File: src/rtl/sync_fifo_wr_arbiter_pkg.sv
// Shared arbiter definitions: default sizes, FSM encodings and the grant one-hot helper.
// Also provides the sync FIFO arbiter defaults that the other rtl files expand as macros.
`ifndef DATA_WIDTH
`define DATA_WIDTH 8
`endif
`ifndef ARB_NUM_REQ
`define ARB_NUM_REQ 4
`endif
`ifndef ARB_BURST_LEN
`define ARB_BURST_LEN 4
`endif
`ifndef ARB_ST_IDLE
`define ARB_ST_IDLE 1'b0
`endif
`ifndef ARB_ST_GRANT
`define ARB_ST_GRANT 1'b1
`endif

package sync_fifo_wr_arbiter_pkg;

    typedef enum logic {
        ST_IDLE  = `ARB_ST_IDLE,
        ST_GRANT = `ARB_ST_GRANT
    } arb_state_e;

    // Per-requester statistics counter width and its saturation value.
    localparam int              STAT_W   = 16;
    localparam logic [STAT_W-1:0] STAT_MAX = '1;

    // NUM_REQ is capped at 16, so a 4-bit index and 16-bit one-hot cover every build.
    function automatic logic [15:0] idx_onehot(input logic [3:0] idx);
        idx_onehot = 16'(1) << idx;
    endfunction

endpackage

File: src/rtl/sync_fifo_rr_pick.sv
// Combinational round-robin picker: first set request after last_idx, wrapping modulo NUM_REQ.
// Uses a double-width request vector masked below last_idx+1, so the wrap needs no rotator.
module sync_fifo_rr_pick
    import sync_fifo_wr_arbiter_pkg::*;
#(
    parameter int NUM_REQ   = `ARB_NUM_REQ,
    parameter int REQ_WIDTH = $clog2(NUM_REQ)
) (
    input  logic [NUM_REQ-1:0]   i_req,
    input  logic [REQ_WIDTH-1:0] i_last_idx,
    output logic                 o_any_req,
    output logic [REQ_WIDTH-1:0] o_pick_idx
);

    logic [2*NUM_REQ-1:0] req_dbl;
    logic [2*NUM_REQ-1:0] scan_mask;
    logic [2*NUM_REQ-1:0] req_masked;
    int                   first_idx;
    int                   wrap_idx;

    // NOTE: every always_comb output gets a default before any conditional update,
    // otherwise a path that skips the assignment infers a latch.
    always_comb begin
        req_dbl    = {i_req, i_req};
        scan_mask  = '0;
        first_idx  = 0;
        for (int k = 0; k < 2 * NUM_REQ; k++) begin
            scan_mask[k] = (k > int'(i_last_idx));
        end
        req_masked = req_dbl & scan_mask;
        // Walk downwards so the lowest qualifying bit is the one left standing.
        for (int k = 2 * NUM_REQ - 1; k >= 0; k--) begin
            if (req_masked[k]) begin
                first_idx = k;
            end
        end
        wrap_idx   = (first_idx >= NUM_REQ) ? first_idx - NUM_REQ : first_idx;
        o_pick_idx = REQ_WIDTH'(wrap_idx);
        o_any_req  = |i_req;
    end

endmodule

File: src/rtl/sync_fifo_wr_arbiter.sv
// Round-robin write-side arbiter sharing one sync FIFO write port across NUM_REQ burst requesters.
// Optional per-requester beat counters on o_beat_cnt_all: define SYNC_FIFO_WR_ARB_STATS_EN.
module sync_fifo_wr_arbiter
    import sync_fifo_wr_arbiter_pkg::*;
#(
    parameter int NUM_REQ    = `ARB_NUM_REQ,
    parameter int DATA_WIDTH = `DATA_WIDTH,
    parameter int BURST_LEN  = `ARB_BURST_LEN,
    parameter int REQ_WIDTH  = $clog2(NUM_REQ)
) (
    input  logic                          i_clk,
    input  logic                          i_rst_n,
    input  logic [NUM_REQ-1:0]            i_valid_req,
    input  logic [NUM_REQ*DATA_WIDTH-1:0] i_data_req,
    output logic [NUM_REQ-1:0]            o_ready_req,
    output logic                          o_valid_s,
    output logic [DATA_WIDTH-1:0]         o_datain,
    input  logic                          i_ready_s,
    output logic [NUM_REQ-1:0]            o_grant,
    output logic                          o_busy
`ifdef SYNC_FIFO_WR_ARB_STATS_EN
    ,
    output logic [NUM_REQ*STAT_W-1:0]     o_beat_cnt_all
`endif
);

    localparam int CNT_W = $clog2(BURST_LEN + 1);

    arb_state_e             state_q;
    logic [REQ_WIDTH-1:0]   grant_idx_q;
    logic [REQ_WIDTH-1:0]   last_idx_q;
    logic [CNT_W-1:0]       beat_cnt_q;
    logic [NUM_REQ-1:0]     grant_q;
    logic                   busy_q;

    logic                   any_req;
    logic [REQ_WIDTH-1:0]   pick_idx;
    logic                   granted;
    logic                   grant_valid;
    logic                   beat;
    logic                   last_beat;
    logic                   release_grant;
    logic [DATA_WIDTH-1:0]  req_data [NUM_REQ];

    sync_fifo_rr_pick #(
        .NUM_REQ   (NUM_REQ),
        .REQ_WIDTH (REQ_WIDTH)
    ) u_rr_pick (
        .i_req      (i_valid_req),
        .i_last_idx (last_idx_q),
        .o_any_req  (any_req),
        .o_pick_idx (pick_idx)
    );

    always_comb begin
        for (int r = 0; r < NUM_REQ; r++) begin
            req_data[r] = i_data_req[r*DATA_WIDTH +: DATA_WIDTH];
        end
    end

    // Beat and release qualifiers; a dropped valid releases without a beat.
    always_comb begin
        granted       = (state_q == ST_GRANT);
        grant_valid   = i_valid_req[grant_idx_q];
        beat          = granted && grant_valid && i_ready_s;
        last_beat     = (beat_cnt_q == CNT_W'(BURST_LEN - 1));
        release_grant = granted && (!grant_valid || (beat && last_beat));
    end

    // Data path is purely combinational: no added latency between requester and FIFO.
    always_comb begin
        o_valid_s   = 1'b0;
        o_datain    = '0;
        o_ready_req = '0;
        if (granted) begin
            o_valid_s                = grant_valid;
            o_datain                 = req_data[grant_idx_q];
            o_ready_req[grant_idx_q] = i_ready_s;
        end
    end

    // NOTE: state registers use non-blocking assignments so every flop samples the
    // pre-edge values; blocking assignments here would create order-dependent races.
    always_ff @(posedge i_clk or negedge i_rst_n) begin
        if (!i_rst_n) begin
            state_q     <= ST_IDLE;
            grant_idx_q <= '0;
            last_idx_q  <= REQ_WIDTH'(NUM_REQ - 1);
            beat_cnt_q  <= '0;
            grant_q     <= '0;
            busy_q      <= 1'b0;
        end else begin
            case (state_q)
                ST_IDLE: begin
                    if (any_req) begin
                        state_q     <= ST_GRANT;
                        grant_idx_q <= pick_idx;
                        beat_cnt_q  <= '0;
                        grant_q     <= NUM_REQ'(idx_onehot(4'(pick_idx)));
                        busy_q      <= 1'b1;
                    end
                end
                ST_GRANT: begin
                    if (beat) begin
                        beat_cnt_q <= beat_cnt_q + CNT_W'(1);
                    end
                    if (release_grant) begin
                        state_q    <= ST_IDLE;
                        last_idx_q <= grant_idx_q;
                        grant_q    <= '0;
                        busy_q     <= 1'b0;
                    end
                end
                default: begin
                    state_q <= ST_IDLE;
                    grant_q <= '0;
                    busy_q  <= 1'b0;
                end
            endcase
        end
    end

    assign o_grant = grant_q;
    assign o_busy  = busy_q;

`ifdef SYNC_FIFO_WR_ARB_STATS_EN
    logic [STAT_W-1:0] stat_q [NUM_REQ];
    logic [STAT_W-1:0] stat_d [NUM_REQ];

    always_comb begin
        for (int r = 0; r < NUM_REQ; r++) begin
            stat_d[r] = stat_q[r];
            if (beat && (grant_idx_q == REQ_WIDTH'(r)) && (stat_q[r] != STAT_MAX)) begin
                stat_d[r] = stat_q[r] + STAT_W'(1);
            end
        end
    end

    // NOTE: this small counter array is cleared by reset because its contents are
    // architecturally visible; bulk data storage would normally be left unreset.
    always_ff @(posedge i_clk or negedge i_rst_n) begin
        if (!i_rst_n) begin
            for (int r = 0; r < NUM_REQ; r++) begin
                stat_q[r] <= '0;
            end
        end else begin
            for (int r = 0; r < NUM_REQ; r++) begin
                stat_q[r] <= stat_d[r];
            end
        end
    end

    for (genvar r = 0; r < NUM_REQ; r++) begin : g_stat_out
        assign o_beat_cnt_all[r*STAT_W +: STAT_W] = stat_q[r];
    end
`endif

    grant_onehot_a: assert property (@(posedge i_clk) disable iff (!i_rst_n)
        $onehot0(o_grant));

    ready_onehot_a: assert property (@(posedge i_clk) disable iff (!i_rst_n)
        $onehot0(o_ready_req));

    busy_matches_grant_a: assert property (@(posedge i_clk) disable iff (!i_rst_n)
        o_busy == (o_grant != '0));

endmodule

File: config.mk
export PLATFORM = sky130hd
export DESIGN_NAME = sync_fifo_wr_arbiter
export DESIGN_NICKNAME = d
export VERILOG_FILES = /design/src/rtl/sync_fifo_wr_arbiter_pkg.sv /design/src/rtl/sync_fifo_rr_pick.sv /design/src/rtl/sync_fifo_wr_arbiter.sv
export SDC_FILE = /design/constraint.sdc
export NUM_CORES = 1
export LEC_CHECK = 0
export ABC_AREA = 1
export ABC_CLOCK_PERIOD_IN_PS = 3400
export BUFFER_PORTS_ARGS = -buffer_cell sky130_fd_sc_hd__buf_2
export CORE_MARGIN = 2
export CORE_UTILIZATION = 40
export DETAILED_ROUTE_END_ITERATION = 7
export GPL_TIMING_DRIVEN = 1
export PLACE_DENSITY = 0.71
export RECOVER_POWER = 25
export SLEW_MARGIN = 10
export SYNTH_ARGS = -nofsm -noshare
export SYNTH_HDL_FRONTEND = slang
export SYNTH_HIERARCHICAL = 1
export SYNTH_SLANG_ARGS = --single-unit
export TNS_END_PERCENT = 5
File: constraint.sdc
create_clock -name i_clk -period 3.4 [get_ports i_clk]
set_clock_uncertainty 0.15 [all_clocks]
set_input_delay 0.68 -clock i_clk [delete_from_list [all_inputs] [get_ports i_clk]]
set_output_delay 0.68 -clock i_clk [all_outputs]
set_load 0.01 [all_outputs]
Word level (Yosys, flattened, before mapping)
Index checks and enable logic that the tools add are counted. W data, S select, Z words.

Add/subtract/negate cells: 2. Magnitude comparators: 7. Equality and inequality tests: 4. Shifts and indexed selects: 1. Mux-type cells: 31. Bitwise operators: 4. Reduce and logical (&&, ||, !) cells: 12.

Operators by type and width (count): $mux W3 (10); $mux W8 (3); $bmux W8 S2 (1); $mux W4 (3); $and A8 B8 Y8 (1); $pmux W4 S2 (1); $reduce_and A2 Y1 (4); $mux W1 (7); $ge A3 B3 Y1 const B (2); $pmux W3 S2 (1); $logic_and A1 B1 Y1 (5); $and A4 B4 Y4 (1); $gt A2 B2 Y1 const A (2); $ne A2 B1 Y1 const B (2); $pmux W1 S2 (2); $reduce_or A4 Y1 (1); $shl A1 B2 Y4 const A (1); $add A3 B1 Y3 const B (1); $eq A3 B2 Y1 const B (1); $lt A2 B3 Y1 const B (1); $not A2 Y3 (1); $bmux W1 S2 (1); $demux W1 S2 (1); $ge A2 B1 Y1 const B (1); other kinds (7) (7).

Bits in registers: 13. Bits of input ports: 39. Output and inout bits: 18. Word-level logic and storage cells: 67.

Logic depth before layout (Yosys ltp)
Gate-level depths: netlist of the first run.

Word-level depth: 15. Gate-level depth with buffers: 10. Mapped depth without buffers: 10.

Cells and area by module
Netlist of the first run, hierarchy kept.

Modules (own cells, without submodules): sync_fifo_wr_arbiter (times used 1, cells an instance 124, area each 957.2 µm², sequential area each 327.8 µm²); sync_fifo_rr_pick (times used 1, cells an instance 21, area each 90.1 µm², sequential area each 0.0 µm²).

Worst setup path after synthesis of the first run
OpenSTA, ideal clock, no wires.

Path type: reg2out. Start: register grant_idx_q[1]. End: output o_datain[0]. Data arrival time: 1.085 ns. Data required time: 2.570 ns. Path slack: 1.485 ns. Cell stages (with the launch flop): 6. Buffers on the path: 2. Cells stage by stage: dfrtp_1 inv_1 buf_4 buf_4 nand3_1 a41oi_1.

Word-level cells in the longest chain between the ends: 5.

Ends and longest elaborated chain: from (decl) (line sync_fifo_wr_arbiter.sv:30) `logic [REQ_WIDTH-1:0] grant_idx_q;`; from (signal assigned) (line sync_fifo_wr_arbiter.sv:97) `grant_idx_q <= pick_idx;`; $not A2 Y3 (not written as such) (line sync_fifo_wr_arbiter.sv:77) `o_datain = req_data[grant_idx_q];`; $bmux W8 S2 (line sync_fifo_wr_arbiter.sv:77); $mux W8 (not written as such) (2 in series) (line sync_fifo_wr_arbiter.sv:77); $mux W8 (line sync_fifo_wr_arbiter.sv:75) `if (granted) begin`; to (decl) (line sync_fifo_wr_arbiter.sv:17) `output logic [DATA_WIDTH-1:0] o_datain,`.

No other way between the ends. The select of a mux whose other input is x is not followed.

Worst setup path in the final report of the first run
Start: register grant_idx_q[1]. End: output o_datain[1].

The elaborated chain is that of the path after synthesis.

==> metrics list, run 1 <==
- Critical path capture point type: output pin
- Setup Viol. Count Final: 0
* Net switching fraction of the power: 52.11%
- IR analysis of the VDD net gives a maximum drop of 0.4100 mV.
- Clock-pin slew was measured on the worst setup and hold paths at 0.08 ns.
- After Yosys synthesis, and, or, nand and nor cells account for 40.98% of the synthesized area.
- In the final routed layout, each cell accounts on average for 12.28 µm.
- Most repeated cell in the gate-level netlist after synthesis: sky130_fd_sc_hd__nand3_1
* Power share of the sequential group: 31.8%
* Number of buffers inserted by post-CTS setup repair: 0
* Top cells by count, synth: sky130_fd_sc_hd__nand3_1 (47), sky130_fd_sc_hd__nand2_1 (28), sky130_fd_sc_hd__dfrtp_1 (11), sky130_fd_sc_hd__inv_1 (11), sky130_fd_sc_hd__buf_4 (9)
- The max-slew violation count came to 0.
- Arr. time, crit path: 2.06 ns
- The final layout contains routed wiring with a total length of 2762 µm.
- Top layer in use: met4
- Number of enable flip-flop cells after synthesis: 0
- Power spent charging and discharging nets: 0.0005386 W
- Primary flip-flop cell chosen by synthesis mapping: sky130_fd_sc_hd__dfrtp_1
* Overflow left after global routing: 0
* Largest net degree at the start of global routing: 23
- The clock passes through at most 2 buffers.
- Counting every net in the synthesized netlist gives 186.
- Metal3 WL: 258 µm
* Die width: 55.17 µm
* Portion of synthesized cell area occupied by the leading cell type: 26.28%
- The worst pin sits at a relative slew slack of 54.30%.
- Leading cell types by total area after synthesis: sky130_fd_sc_hd__dfrtp_1 (26%), sky130_fd_sc_hd__nand3_1 (22%), sky130_fd_sc_hd__nand2_1 (10%)
- Max-cap violations in this run came to 0.
- Area of the mapped netlist: 1047 µm²
- Gates resized, CTS repair: 0
- The share of total power dissipated in combinational logic is 59.1%.
- Vias per std cell: 5.302
- The tree built by TritonCTS fans out to 13 sinks.
* Post-synthesis cell count: 145
- 0 antenna diodes ended up in the layout.
* H-Tree Level Count: 1
* Sequential fraction of the synthesis area: 31.30%
- The via count of the first global-routing pass was 959.
* Routed vias: 1193
* Number of placed instances with taps included: 221
- In the routed design, unresolved DRC markers number 0.
* Peak clock frequency supported by timing: 346.2 MHz
* Clock buffers created by TritonCTS: 3
* Area added between synthesis and finish: 25.21%
* Half-perimeter wire length after detailed placement: 2106 µm
* Insertion delay to the later sink of the worst-skew pair: 0.27 ns
- Share of cells above drive strength 1: 36.92%
* Clock tree from TritonCTS: yes
* Mux cell area share after synthesis: 0%
- For this run, the post-layout net count is 237.
- Summing the areas of all compound-gate instances in the mapped netlist gives 13.14% of the synthesized area.
- Slew at the pin closest to its max-slew limit: 0.6855 ns
- DRC violation total after the first TritonRoute iteration: 22
- The first detailed-routing pass ran for 4 iterations.
- After routing, the total negative slack on setup checks comes to 0 ns.
* Initial Util: 42.27%
- Worst min-delay path category: input port to async pin
- Ratio of final minimum period to clock period: 84.96%
- The congestion estimate from routability-driven global placement came to 0.7363.
* Critical path peak fanout: 21
- Summing the areas of all fa, ha and maj instances in the mapped netlist gives 2.389% of the synthesized area.
- Hold Buf Count CTS: 0
* Largest area contributor in the netlist: sky130_fd_sc_hd__dfrtp_1
* Die outline height: 55.17 µm
- Ports: 57
* Power per Cell Area: 788.3 nW/µm²
- Register bit total from synthesis: 13
- IO buf count: 56
- Averaged over all synthesized cells, the footprint is 7.222 µm².
- DIE AREA: 3043 µm²
* Detailed-routed wire length on met2: 1321 µm
- Non-filler cells, final: 225
- Total global routing track utilization: 17.90%
* Clock Root Buffer: sky130_fd_sc_hd__clkbuf_4
- The first global-routing pass estimated 3946 µm of wire.
- Critical path start-end classification: flop to output pin
- Req. time, crit path: 2.57 ns
- Static leakage power: 0.6948 nW
* CORE AREA: 2477 µm²
* Unique masters post-synth: 20
* Met1 wire length: 1171 µm
- Parity-gate share of the synthesized area counting xor and xnor cells: 0%
- Post-route ant nets: 0
- Setup repair after global routing left no endpoint under its margin.
- The number of antenna violations at the first check in global routing is 0.
- Cell internal power dissipation: 0.0004950 W
- Endpoints failing hold: 0
* Synth warn: 6
- STA classifies the critical path startpoint as a flop.
* Clock power share: 9.1%
- After synthesis, the largest family of logic cells by area is simple AND/OR/NAND/NOR gates.
- Post-synthesis async set-or-reset flop share: 100.0%
- Counting I/O delays and the setup requirement, the final critical path takes 2.889 ns.
- The run finished with clean final reports.
- Placement Rows: 18
==> per-layer routing <==
metal,vias up,track usage (%)
li1,604,-
met1,535,20.17
met2,52,34.13
met3,2,3.226
met4,0,4.878
met5,-,0
==> critical path, cell delays in order (launching register included) <==
cell and delay (ns):
sky130_fd_sc_hd__dfrtp_1 0.63, sky130_fd_sc_hd__inv_1 0.57, sky130_fd_sc_hd__nand3_1 0.15, sky130_fd_sc_hd__a41oi_1 0.25, sky130_fd_sc_hd__buf_2 0.18
==> cell families (layout without fill, tap and decap cells) <==
kind of cell               Yosys count  count (layout)
and+or+nand+nor                     90              90
adders and majority gates            2               2
buffers and inverters               23              73
AOI/OAI and AO/OA                   17              17
DFF                                 13              13
==> stage by stage <==
step	utilization (%)	area [µm²]	hold slack (ns)	worst slack, ns	power, W
floorplan	-	1047	0.2344	1.485	0.0008151
global placement	51.92	1286	0.3056	0.9619	0.0009188
detailed placement	51.92	1286	0.3092	0.8403	0.0009474
CTS	52.98	1313	0.1317	0.5395	0.001046
global route	52.93	1311	0.3374	0.3816	0.001135
finish	52.93	1311	0.2677	0.5112	0.001034
==> layout by cell type, fill, tap and decap left out <==
cell type                   n
sky130_fd_sc_hd__buf_2     55
sky130_fd_sc_hd__nand3_1   47
sky130_fd_sc_hd__nand2_1   28
sky130_fd_sc_hd__inv_1     11
sky130_fd_sc_hd__dfrtp_1   11
sky130_fd_sc_hd__a41oi_1    8
sky130_fd_sc_hd__nor3_1     4
sky130_fd_sc_hd__nand2_2    4
sky130_fd_sc_hd__o21ai_0    4
sky130_fd_sc_hd__o21ai_2    3
sky130_fd_sc_hd__clkbuf_4   3
sky130_fd_sc_hd__nor2_1     3
sky130_fd_sc_hd__inv_2      2
sky130_fd_sc_hd__nand3b_1   2
sky130_fd_sc_hd__ha_1       2
sky130_fd_sc_hd__clkbuf_1   2
sky130_fd_sc_hd__dfstp_2    2
sky130_fd_sc_hd__a21oi_4    1
sky130_fd_sc_hd__nand2_4    1
sky130_fd_sc_hd__nor2_2     1
sky130_fd_sc_hd__a21oi_1    1
==> final timing paths <==
path / slack (ns) / cells past startpoint / to / startpoint
max: 0.51 / 4 / o_datain[1] / grant_idx_q[1]
min: 0.27 / 1 / o_grant[0] / i_rst_n
max reg2reg: 1.24 / 7 / o_grant[0] / grant_idx_q[1]
min reg2reg: 0.33 / 2 / o_busy / o_busy
max in group asynchronous: 2.40 / 1 / granted / i_rst_n
min in group i_clk: 0.33 / 2 / o_busy / o_busy
==> power by group through the flow <==
stage,Sequential [W],Combinational [W],Clock [W]
after global placement,0.000322,0.000596,0
after global routing,0.000341,0.000688,0.000106
final,0.000329,0.000611,0.0000943
after CTS,0.000327,0.000621,0.0000980
after floorplan,0.000280,0.000535,0
after detailed placement,0.000330,0.000617,0
==> registers in the layout (all words and copies together), names as in the netlist <==
register	cells
o_grant	4
beat_cnt_q	3
grant_idx_q	2
last_idx_q	2
granted	1
o_busy	1
==> area by class of cell <==
cell class	instances	area, µm²
multi-input combinational	109	591.8
clock buffer	4	26.28
fill	246	1166
sequential	13	327.8
tap	30	37.54
timing repair buffer	56	279.0
inverter	13	48.80
(Power assumes the default switching activity.)
==> run 2: changes to the inputs <==
--- a/config.mk
+++ b/config.mk
@@ -5,14 +5,14 @@
 export SDC_FILE = /design/constraint.sdc
 export NUM_CORES = 1
 export LEC_CHECK = 0
-export ABC_AREA = 1
-export ABC_CLOCK_PERIOD_IN_PS = 3400
+export ABC_AREA = 0
+export ABC_CLOCK_PERIOD_IN_PS = 2900
 export BUFFER_PORTS_ARGS = -buffer_cell sky130_fd_sc_hd__buf_2
 export CORE_MARGIN = 2
 export CORE_UTILIZATION = 40
 export DETAILED_ROUTE_END_ITERATION = 7
 export GPL_TIMING_DRIVEN = 1
-export PLACE_DENSITY = 0.71
+export PLACE_DENSITY = 0.7
 export RECOVER_POWER = 25
 export SLEW_MARGIN = 10
 export SYNTH_ARGS = -nofsm -noshare
==> constraint.sdc (replaced) <==
create_clock -name i_clk -period 2.9 [get_ports i_clk]
set_clock_uncertainty 0.15 [all_clocks]
set_input_delay 0.58 -clock i_clk [delete_from_list [all_inputs] [get_ports i_clk]]
set_output_delay 0.58 -clock i_clk [all_outputs]
set_load 0.01 [all_outputs]
==> run 2 against run 1 <==
Net effect: synthesized cell count is 26% lower; first-iteration DRC count decreased by 41%; cell area up 5.0%; count of clock-buffer cells in the layout fell by 1; cell count fell by 16%; global-route usage shrank 0.26 points; via count shrank 17%; combinational power rose by 18%; sequential cell count unchanged; total power rose by 25%; area after synthesis increased by 3.9%; sequential power increased by 38%; critical endpoint is now o_datain[2]; highest routed layer unchanged.
==> metrics list, run 2 <==
- Clock buffers created by TritonCTS: 3 (unchanged)
* Clock power share: 8.8% (-0.3 points)
- The global-route congestion overflow total was 0 (unchanged).
* Synth warn: 6 (unchanged)
* Peak clock frequency supported by timing: 372.9 MHz
* Net switching fraction of the power: 41.91% (-10 points)
* Number of cells traversed by the worst register-to-register path: 4 (-3)
- The max-slew violation count came to 0 (unchanged).
- Vias in the first global route: 1030 (+7.4%)
- The layer flagged by global routing as most heavily used is met2.
- The max-slew headroom at the worst pin is 46.16% (-8.1 points).
* H-Tree Level Count: 1 (unchanged)
- The critical path starts at grant_idx_q[0].
- The final count of negative-setup-slack endpoints is 0 (unchanged).
- Compound-cell area share of the yosys netlist: 11.95% (-1.2 points)
- Critical path peak fanout: 16 (-24%)
- The smallest clock period supported by the final layout is computed as 2.682 ns.
- The area share of and/or/nand/nor cells after synthesis was 20.11% (-21 points).
- Critical path depth in cells: 3 (-1)
- The cell sitting at the root of the clock tree is a sky130_fd_sc_hd__clkbuf_4.
* Commonest non-fill, non-tap cell in the layout: sky130_fd_sc_hd__buf_2
* First-pass GRT wire length: 4436 µm (+12%)
- Number of remaining DRC errors: 0 (unchanged)
- Flip-flop count of the largest register, all copies and words added: 4 (unchanged)
- Worst setup slack for register-to-register paths: 0.93 ns (-0.31 ns)
* Post-synthesis cell count: 108 (-26%)
- Endpoints failing hold: 0 (unchanged)
* Part of the total power dissipated in combinational logic: 56.0% (-3.1 points)
- Ports: 57 (unchanged)
* Met3 global-route usage: 3.721% (+0.50 points)
- The signal on the critical path passes through mux4_2, and2_1, buf_2.
* Static leakage power: 0.6985 nW (+0.54%)
- The number of design-rule violations left by the first detailed-router iteration was 13 (-41%).
- Total iterations of the first detailed-routing run: 4 (unchanged)
* Insertion delay to the later sink of the worst-skew pair: 0.28 ns (about the same)
- For this run, the leading register cell type out of synthesis is sky130_fd_sc_hd__dfrtp_1.
* Die outline height: 56.17 µm (+1.8%)
- The cell area after placement is 1350 µm² (+5.0%).
* Number of buffers inserted by post-CTS setup repair: 0 (unchanged)
- Leading cell types by total area after synthesis: sky130_fd_sc_hd__dfrtp_1 (25%), sky130_fd_sc_hd__mux4_2 (17%), sky130_fd_sc_hd__mux2i_1 (5.5%)
* Register bit total from synthesis: 13 (unchanged)
* Number of enable flip-flop cells after synthesis: 0 (unchanged)
* Worst path max stage delay: 0.78 ns (+0.15 ns)
- Slew at the pin closest to its max-slew limit: 0.8076 ns (+0.1221 ns)
- The total nets after synthesis came to 149 (-20%).
* Parity-gate share of the synthesized area counting xor and xnor cells: 0.8046% (+0.80 points)
* Dominant combinational cell family by area after synthesis: multiplexers
* Arr. time, crit path: 1.95 ns (-0.11 ns)
- The horizontal extent of the die is 56.17 µm (+1.8%).
- Outcome: finished, final reports clean
- Count of nets after finishing: 202 (-15%)
* Routed wire length: 2586 µm (-6.4%)
- Global-route met1 utilization: 19.19% (-0.98 points)
- The areal power density over the cells came to 938.3 nW/µm² (+19%).
- Reg2Reg Capture Point: last_idx_q[1]
* Diode insertion count for antenna repair: 0 (unchanged)
* IO buf count: 56 (unchanged)
* Termination of the worst setup path: o_datain[2]
- From synthesis to final layout, the design area changed by 26.44%.
* Portion of synthesized cell area occupied by the leading cell type: 25.29% (-1.0 points)
- Layout Cell Area excl Fill: 1376 µm² (+5.0%)
- Bufs on Longest Clock Path: 2 (unchanged)
- Post-synthesis async set-or-reset flop share: 100.0% (unchanged)
- The number of distinct standard cells referenced by the synthesized netlist is 35 (+75%).
- Vias per std cell: 5.205 (-1.8%)
* CP Buf/Inv Count: 1 (-1)
- The net switching component of the power was 0.0005412 W (+0.49%).
- The post-cts sizing count came to 0 (unchanged).
- The fraction of final layout cells with drive strength greater than 1 is 48.13% (+11 points).
* Post-route ant nets: 0 (unchanged)
* FF-to-FF Start: granted
- Clk slew on worst S/H paths: 0.09 ns (about the same)
- The number of antenna violations at the first check in global routing is 0 (unchanged).
- The die footprint is 3155 µm² (+3.7%).
- Commonest cells after routing, fill and taps aside: sky130_fd_sc_hd__buf_2 (55), sky130_fd_sc_hd__nand2_1 (11), sky130_fd_sc_hd__dfrtp_1 (11), sky130_fd_sc_hd__nor2_1 (10), sky130_fd_sc_hd__and2_1 (9)
* Top Family by Delay on Critical Path: flip-flops
- Largest area contributor in the netlist: sky130_fd_sc_hd__dfrtp_1
- The total number of vias was 989 (-17%).
- The netlist area before placement is 1089 µm² (+3.9%).
- Ratio of final minimum period to clock period: 92.47%
- Max IR drop VDD: 0.5203 mV (+27%)
- WHS: 0.1558 ns (-0.1119 ns)
- Req. time, crit path: 2.17 ns (-0.40 ns)
- Utilization of the core after routing: 54.56% (+1.6 points)
- Placement Rows: 18 (unchanged)
- Sequential fraction of the synthesis area: 30.11% (-1.2 points)
- The detailed-placement wirelength estimate was 2098 µm (-0.38%).
* Hold Buf Count CTS: 0 (unchanged)
* Worst min-delay path category: input port to async pin
* Largest net degree at the start of global routing: 31 (+35%)
- Synth Area per Inst: 10.08 µm² (+40%)
* Initial Util: 43.15% (+0.88 points)
- The multiplexer fraction of the synthesized cell area came to 28.16% (+28 points).
* Power share of the sequential group: 35.2% (+3.4 points)
- Total global routing track utilization: 17.64% (-0.26 points)
- Startpoint types: flop
- Clock tree from TritonCTS: yes
* CORE AREA: 2522 µm² (+1.8%)
- Met2 track demand over resource in global routing: 32.44% (-1.7 points)
- The routability-driven placement congestion ratio came to 0.7978 (+8.4%).
- The aggregate negative setup slack was 0 ns (unchanged).
- Power after layout: 0.001291 W (+25%)
- The max-capacitance violation count was 0 (unchanged).
- Critical path start-end classification: flop to output pin
- Setup repair after global routing left no endpoint under its margin.
* Number of sinks on the clock net: 13 (unchanged)
* Top cells by count, synth: sky130_fd_sc_hd__dfrtp_1 (11), sky130_fd_sc_hd__nand2_1 (11), sky130_fd_sc_hd__nor2_1 (10), sky130_fd_sc_hd__and2_1 (9), sky130_fd_sc_hd__mux4_2 (8)
- Post-synthesis adder-cell area fraction: 2.299% (-0.091 points)
- STA classifies the critical path endpoint as an output pin.
* Cell internal power dissipation: 0.0007501 W (+52%)
- Post-DR wirelength/cell: 13.61 µm (+11%)
- The slowest stage of the critical path belongs to the cell sky130_fd_sc_hd__dfrtp_1.
==> run 2: cells by family after synthesis <==
group,Yosys count
AO/OA/AOI/OAI,18
XOR/XNOR,1
adder cells (fa/ha/maj),2
buffers and inverters,12
flip-flops,13
multiplexers,19
AND/OR/NAND/NOR,43
==> run 2: routing by layer <==
metal | vias to the layer above | part of all wire (%)
li1 | 496 | -
met1 | 466 | 41
met2 | 21 | 54
met3 | 6 | 4.2
met4 | 0 | 1.4
met5 | - | 0
==> run 2: worst min path at each step <==
| stage | start | endpoint | slack (ns) | depth (start not counted) |
|---|---|---|---|---|
| floorplan | i_rst_n | beat_cnt_q[0] | 0.13 | 0 |
| global placement | i_rst_n | beat_cnt_q[1] | 0.33 | 1 |
| detailed placement | i_rst_n | beat_cnt_q[1] | 0.33 | 1 |
| CTS | i_rst_n | beat_cnt_q[2] | 0.02 | 1 |
| global route | i_rst_n | beat_cnt_q[2] | 0.22 | 1 |
| finish | i_rst_n | beat_cnt_q[2] | 0.16 | 1 |
==> run 2: power by group through the flow <==
stage | clock network, W | logic [W] | registers (W)
final | 0.000114 | 0.000723 | 0.000454
after detailed placement | 0 | 0.000731 | 0.000462
after global routing | 0.000130 | 0.000792 | 0.000485
after floorplan | 0 | 0.000672 | 0.000341
after global placement | 0 | 0.000707 | 0.000450
after CTS | 0.000120 | 0.000733 | 0.000458
==> run 2: final cells by class <==
class | instances | area (µm²)
Inverter | 4 | 15.01
Clock inverter | 1 | 5.005
Tap cell | 30 | 37.54
Multi-Input combinational cell | 83 | 689.4
Sequential cell | 13 | 327.8
Fill cell | 246 | 1146
Clock buffer | 3 | 22.52
Timing Repair Buffer | 56 | 279.0
==> run 2: through the flow <==
step / worst slack (ns) / instances
after CTS: 0.1633 / 190
after floorplan: 0.9084 / 108
after global placement: 0.5455 / 186
final: 0.2184 / 190
after detailed placement: 0.4842 / 186
after global routing: 0.04588 / 190
